==> src/rtl/soft_trig_pkg.sv <==
// Shared types and default sizes for the soft-trigger source path.
package soft_trig_pkg;

   typedef enum logic [1:0] {
      ST_IDLE,
      ST_HIGH,
      ST_GAP
   } state_e;

   localparam int DEF_PULSE_CYCLES = 2;
   localparam int DEF_GAP_CYCLES   = 2;
   localparam int DEF_PEND_BITS    = 4;
   localparam int PERIOD_W         = 32;
   localparam int ISSUE_W          = 32;

   // One down-counter times both the HIGH and GAP phases, so it must hold the larger of the two.
   function automatic int cntWidth(input int pulse, input int gap);
      return $clog2(((pulse > gap) ? pulse : gap) + 1);
   endfunction

endpackage

==> src/rtl/soft_trig_timer.sv <==
// Periodic tick source: one-cycle tick every period_i cycles, period_i == 0 disables it.
module soft_trig_timer
   import soft_trig_pkg::*;
#(
   parameter int WIDTH = PERIOD_W
) (
   input  logic             clk_i,
   input  logic             rst_n_i,
   input  logic [WIDTH-1:0] period_i,
   output logic             tick_o
);

   logic [WIDTH-1:0] timer_q;
   logic [WIDTH-1:0] timer_d;

   // A shrinking period that leaves the timer out of range restarts it at zero without a tick.
   always_comb begin
      tick_o  = 1'b0;
      timer_d = timer_q + WIDTH'(1);
      if (period_i == '0) begin
         timer_d = '0;
      end else if (timer_q >= period_i) begin
         timer_d = '0;
      end else if (timer_q == period_i - WIDTH'(1)) begin
         tick_o  = 1'b1;
         timer_d = '0;
      end
   end

   always_ff @(posedge clk_i) begin
      if (!rst_n_i) begin
         timer_q <= '0;
      end else begin
         timer_q <= timer_d;
      end
   end

endmodule

==> src/rtl/soft_trig_gen.sv <==
// Turns software strobes and periodic ticks into spaced soft_o pulses for the clk33->clk250 pipe.
module soft_trig_gen
   import soft_trig_pkg::*;
#(
   parameter int PULSE_CYCLES = DEF_PULSE_CYCLES,
   parameter int GAP_CYCLES   = DEF_GAP_CYCLES,
   parameter int PEND_BITS    = DEF_PEND_BITS
) (
   input  logic                 clk33_i,
   input  logic                 rst_n_i,
   input  logic                 soft_req_i,
   input  logic [PERIOD_W-1:0]  period_i,
   output logic                 soft_o,
   output logic                 busy_o,
   output logic [PEND_BITS-1:0] pending_o,
   output logic                 dropped_o,
   output logic [ISSUE_W-1:0]   issued_o
);

   localparam int CNT_W = cntWidth(PULSE_CYCLES, GAP_CYCLES);
   localparam logic [CNT_W-1:0]     PULSE_LAST = CNT_W'(PULSE_CYCLES - 1);
   localparam logic [CNT_W-1:0]     GAP_LAST   = CNT_W'(GAP_CYCLES - 1);
   localparam logic [PEND_BITS-1:0] PEND_MAX   = '1;

   state_e               state_q;
   logic                 soft_q;
   logic [CNT_W-1:0]     cnt_q;
   logic [PEND_BITS-1:0] pending_q;
   logic [PEND_BITS-1:0] pending_d;
   logic                 dropped_q;
   logic                 dropped_d;
   logic [ISSUE_W-1:0]   issued_q;

   logic                 tick;
   logic [1:0]           req;
   logic                 take;
   logic [PEND_BITS+1:0] pendSum;

   soft_trig_timer #(
      .WIDTH(PERIOD_W)
   ) u_timer (
      .clk_i   (clk33_i),
      .rst_n_i (rst_n_i),
      .period_i(period_i),
      .tick_o  (tick)
   );

   // Requests and the IDLE issue are summed together, so a full queue that issues while
   // taking one new request loses nothing.
   always_comb begin
      req       = {1'b0, soft_req_i} + {1'b0, tick};
      take      = (state_q == ST_IDLE) && ((pending_q != '0) || (req != 2'd0));
      pendSum   = {2'b00, pending_q} + {{PEND_BITS{1'b0}}, req}
                - {{(PEND_BITS + 1){1'b0}}, take};
      dropped_d = (pendSum > {2'b00, PEND_MAX});
      pending_d = dropped_d ? PEND_MAX : pendSum[PEND_BITS-1:0];
   end

   always_ff @(posedge clk33_i) begin
      if (!rst_n_i) begin
         state_q   <= ST_IDLE;
         soft_q    <= 1'b0;
         cnt_q     <= '0;
         pending_q <= '0;
         dropped_q <= 1'b0;
         issued_q  <= '0;
      end else begin
         pending_q <= pending_d;
         dropped_q <= dropped_d;
         case (state_q)
            ST_IDLE: begin
               if (take) begin
                  state_q <= ST_HIGH;
                  soft_q  <= 1'b1;
                  cnt_q   <= PULSE_LAST;
               end
            end
            ST_HIGH: begin
               // Only a completed pulse counts; a reset in this state discards it.
               if (cnt_q == '0) begin
                  state_q  <= ST_GAP;
                  soft_q   <= 1'b0;
                  cnt_q    <= GAP_LAST;
                  issued_q <= issued_q + ISSUE_W'(1);
               end else begin
                  cnt_q <= cnt_q - CNT_W'(1);
               end
            end
            ST_GAP: begin
               if (cnt_q == '0) begin
                  state_q <= ST_IDLE;
               end else begin
                  cnt_q <= cnt_q - CNT_W'(1);
               end
            end
            default: begin
               state_q <= ST_IDLE;
               soft_q  <= 1'b0;
               cnt_q   <= '0;
            end
         endcase
      end
   end

   assign soft_o    = soft_q;
   assign busy_o    = (state_q != ST_IDLE) || (pending_q != '0);
   assign pending_o = pending_q;
   assign dropped_o = dropped_q;
   assign issued_o  = issued_q;

endmodule

==> config.mk <==
export PLATFORM = sky130hd
export DESIGN_NAME = soft_trig_gen
export DESIGN_NICKNAME = d
export VERILOG_FILES = /design/src/rtl/soft_trig_pkg.sv /design/src/rtl/soft_trig_timer.sv /design/src/rtl/soft_trig_gen.sv
export SDC_FILE = /design/constraint.sdc
export NUM_CORES = 1
export LEC_CHECK = 0
export CORE_MARGIN = 1
export CORE_UTILIZATION = 51
export DETAILED_ROUTE_END_ITERATION = 8
export GPL_TIMING_DRIVEN = 0
export PLACE_DENSITY = 0.77
export SYNTH_ARGS = -nofsm -noshare
export SYNTH_HDL_FRONTEND = slang
export SYNTH_HIERARCHICAL = 1
export SYNTH_SLANG_ARGS = --single-unit
==> constraint.sdc <==
create_clock -name clk33_i -period 5.7 [get_ports clk33_i]
set_input_delay 0.855 -clock clk33_i [delete_from_list [all_inputs] [get_ports clk33_i]]
set_output_delay 0.855 -clock clk33_i [all_outputs]
set_load 0.005 [all_outputs]
==> impl_metrics.py <==
metrics = {
    "critical_path": {
        "cp.required_ns": 5.94,
        "worst_setup_path_start_kind": "input port",
        "worstSetupPathType": "input port to flip-flop",
        "cp.arrival_ns": 5.77,
        "path_max_fanout": 4,
        "critPathCaptureType": "flip-flop",
    },
    "die": {
        "die_area_sq_mm": 0.01204,
        "die_y_um": 109.7,
        "core_sq_mm": 0.01108,
        "num_rows": 38,
        "initial_core_util_pct": 53.43,
        "ioPinCount": 74,
        "fp.dieW_um": 109.7,
    },
    "job": {
        "maxCapViolations": 0,
    },
    "finish": {
        "final_util_pct": 66.64,
        "n_fill_cell": 909,
        "diodes": 0,
        "drive_above_1_share_pct": 10.69,
        "fin_nets": 939,
        "design_area_sq_mm": 0.007382,
        "fin_cells": 1001,
        "syn2layout_area_growth_pct": 24.71,
    },
    "worst_hold_path": {
        "hp-class": "flip-flop to flip-flop",
    },
    "timing": {
        "final-hold-violation-count": 0,
        "period_minus_slack_ns": 5.528,
        "slew_violations": 0,
        "holdWs_ns": 0.4855,
        "slew_headroom_pct": 26.97,
        "fin_crit_sh_pct": 96.98,
        "worstMarginPinSlew_ns": 1.085,
        "fmax_mhz": 180.9,
        "setup_violations": 0,
        "clock_skew_ns": 0.006298,
    },
    "clock_network": {
        "clk_latency_ns": 0.34,
        "cts_hold_buf": 0,
        "cts_tree": "yes",
        "htree_levels": 3,
        "clk_pin_slew_ns": 0.06,
        "root_buffer": "clkbuf_16",
        "cts_buffer_depth": 2,
        "clock_sinks": 74,
        "numCtsBuffers": 9,
    },
    "logic_synthesis": {
        "ys_types": 71,
        "yosys_warnings": 6,
        "avgSynthCellArea_sq_um": 7.851,
        "synth_edf_count": 0,
        "synthArstFlopShare_pct": 0,
        "syn_nets": 837,
        "ys_seq_elements": 74,
        "syn_inst": 754,
        "ys.flop_type": "dfxtp_1",
        "syn_area_sq_mm": 0.005919,
        "yosysSeqAreaShare_pct": 25.03,
    },
    "route": {
        "drt-pass1-iter-count": 6,
        "viasPerCell": 6.098,
        "wire_per_inst_um": 16.64,
        "drt_iter0_drc": 453,
        "drc": 0,
        "wirelength_um": 16660,
        "ant_nets": 0,
        "vias": 6104,
    },
    "placement": {
        "hpwl_um": 12240,
        "placed_cells": 961,
        "placed_area_sq_mm": 0.006765,
        "place_congestion": 0.9379,
        "io_buffers": 67,
    },
    "power_and_ir_drop": {
        "p_per_area_mw_per_mm2": 213.0,
        "leakage_nw": 3.075,
        "irDropWorstVdd_v": 0.0002410,
    },
    "global_route": {
        "antenna_found_initial": 0,
        "grt_first_pass_wirelength_um": 26220,
        "grt_max_degree": 14,
        "grt_use_total_pct": 27.85,
        "overflow": 0,
        "grt_pass1_vias": 5654,
    },
    "run_status": {
        "run_status": "finished clean",
    },
}
-- worst max-delay path, stage by stage --
cell	delay [ns]
clkdlybuf4s50_1	0.48
or4_4	0.48
or3_1	0.37
or4_1	0.50
nor4_2	0.18
a2111oi_0	0.10
o21ai_1	0.19
and4bb_2	0.32
inv_1	0.07
ha_1	0.14
nor4bb_4	0.27
nor3_2	0.11
ha_1	0.29
inv_1	0.04
ha_2	0.18
fa_2	0.39
a21oi_2	0.16
o21ai_0	0.13
a211oi_2	0.28
buf_4	0.18
nand2_1	0.04
-- Yosys cell counts (3+ instances only) --
library cell / instances / area share, %
nor4_1: 12 / 1.3
a31oi_1: 3 / 0.32
nand2_1: 65 / 4.1
o211ai_1: 8 / 1.0
nand3_1: 24 / 2.0
buf_4: 4 / 0.51
and3_1: 15 / 1.6
and4_1: 14 / 2.1
or3_1: 10 / 1.1
or2_2: 5 / 0.53
o311ai_0: 4 / 0.59
o21ai_0: 24 / 2.0
xor2_1: 34 / 5.0
or4_1: 19 / 2.4
clkbuf_1: 25 / 1.6
xnor2_1: 42 / 6.2
and2_1: 3 / 0.32
nor2b_1: 5 / 0.53
nand2b_1: 10 / 1.1
nor2_1: 37 / 2.3
nand4_1: 30 / 3.2
a31o_2: 3 / 0.44
o21a_1: 5 / 0.63
nor3_1: 48 / 4.1
o31ai_1: 11 / 1.4
a21o_1: 7 / 0.89
inv_1: 60 / 3.8
o41ai_1: 4 / 0.59
a21oi_1: 35 / 3.0
dfxtp_1: 74 / 25
mux2i_1: 4 / 0.68
buf_2: 7 / 0.59
ha_1: 47 / 9.9
a211oi_1: 6 / 0.76
nor3b_1: 3 / 0.38
-- area by class of cell --
class / count / area [sq um] / area share, %
multi-input combinational: 579 / 4159 / 56.34
sequential: 74 / 1481 / 20.07
timing repair buffer: 92 / 865.8 / 11.73
clock buffer: 11 / 242.7 / 3.288
inverter: 61 / 229.0 / 3.102
buffer: 39 / 191.4 / 2.593
tap: 140 / 175.2 / 2.373
clock inverter: 5 / 37.54 / 0.5085
-- final timing paths --
path	start	end	slack [ns]	cells after the start
setup / recovery	period_i[28]	pending_o[0]	0.17	21
setup reg to reg	u_timer/timer_q[18]	pending_o[0]	0.79	19
hold reg to reg	issued_o[31]	issued_o[31]	0.49	2
hold / removal	issued_o[31]	issued_o[31]	0.49	2
-- state kept, by name (all words and copies together) (netlist names) --
name	flops
cnt_q	2
dropped_o	1
issued_o	32
pending_o	4
soft_o	1
state_q	2
u_timer/timer_q	32
-- timing repair --
item	CTS	global route
pin swaps	3	7
endpoints found under the setup margin	5	5
hold endpoints to repair	0	0
setup buffers	18	7
resized for setup	13	24
-- cell usage in the layout (no fill, tap or decap), types with 5 or more instances in the layout --
master / count
nand3_1: 24
nand2_1: 65
and4_1: 14
o31ai_1: 11
o21a_1: 5
nor2b_1: 5
o21ai_0: 24
or3_1: 10
nor4_1: 8
buf_4: 30
or2_2: 5
a21o_1: 7
clkbuf_16: 9
clkdlybuf4s50_1: 58
nor3_1: 45
dlymetal6s2s_1: 5
ha_1: 45
or4_1: 18
nand4_1: 30
dfxtp_1: 74
clkbuf_1: 25
and3_1: 15
nor2_1: 37
inv_1: 58
buf_2: 6
a21oi_1: 34
xnor2_1: 42
xor2_1: 34
nand2b_1: 10
a211oi_1: 5
o211ai_1: 8
-- stage by stage --
| stage | total power, mW | TNS (ns) | setup slack (ns) |
|---|---|---|---|
| 6_report | 1.572 | 0 | 0.1719 |
| 5_1_grt | 1.658 | -0.02201 | -0.02109 |
| 4_1_cts | 1.549 | 0 | 0.02192 |
| 3_5_place_dp | 0.9846 | -6.475 | -1.364 |
| 3_3_place_gp | 0.9619 | -6.087 | -1.285 |
| 2_1_floorplan | 0.8400 | 0 | 0.2782 |
-- metal layers --
layer | global-route usage, % | vias to the layer above | wire [um]
met5 | 0 | - | 0
met3 | 5.335 | 37 | 987
li1 | - | 2950 | -
met2 | 49.15 | 234 | 8295
met4 | 9.524 | 0 | 374
met1 | 33.63 | 2883 | 7002
-- report_power, final --
part / internal (mW) / switching [mW]
Sequential: 0.550 / 0.0275
Clock: 0.308 / 0.224
Combinational: 0.219 / 0.244
-- kinds of logic (layout without fill, tap and decap cells) --
group	count (synthesis)	in the layout	synth area share, %
AO/OA/AOI/OAI	130	130	14.69
XOR/XNOR	76	76	11.25
adder cells (fa/ha/maj)	48	48	10.27
buffers and inverters	101	208	7.123
flip-flops	74	74	25.03
multiplexers	6	6	1.057
AND/OR/NAND/NOR	319	319	30.59
Note: power is estimated with default switching activity, not from simulation.
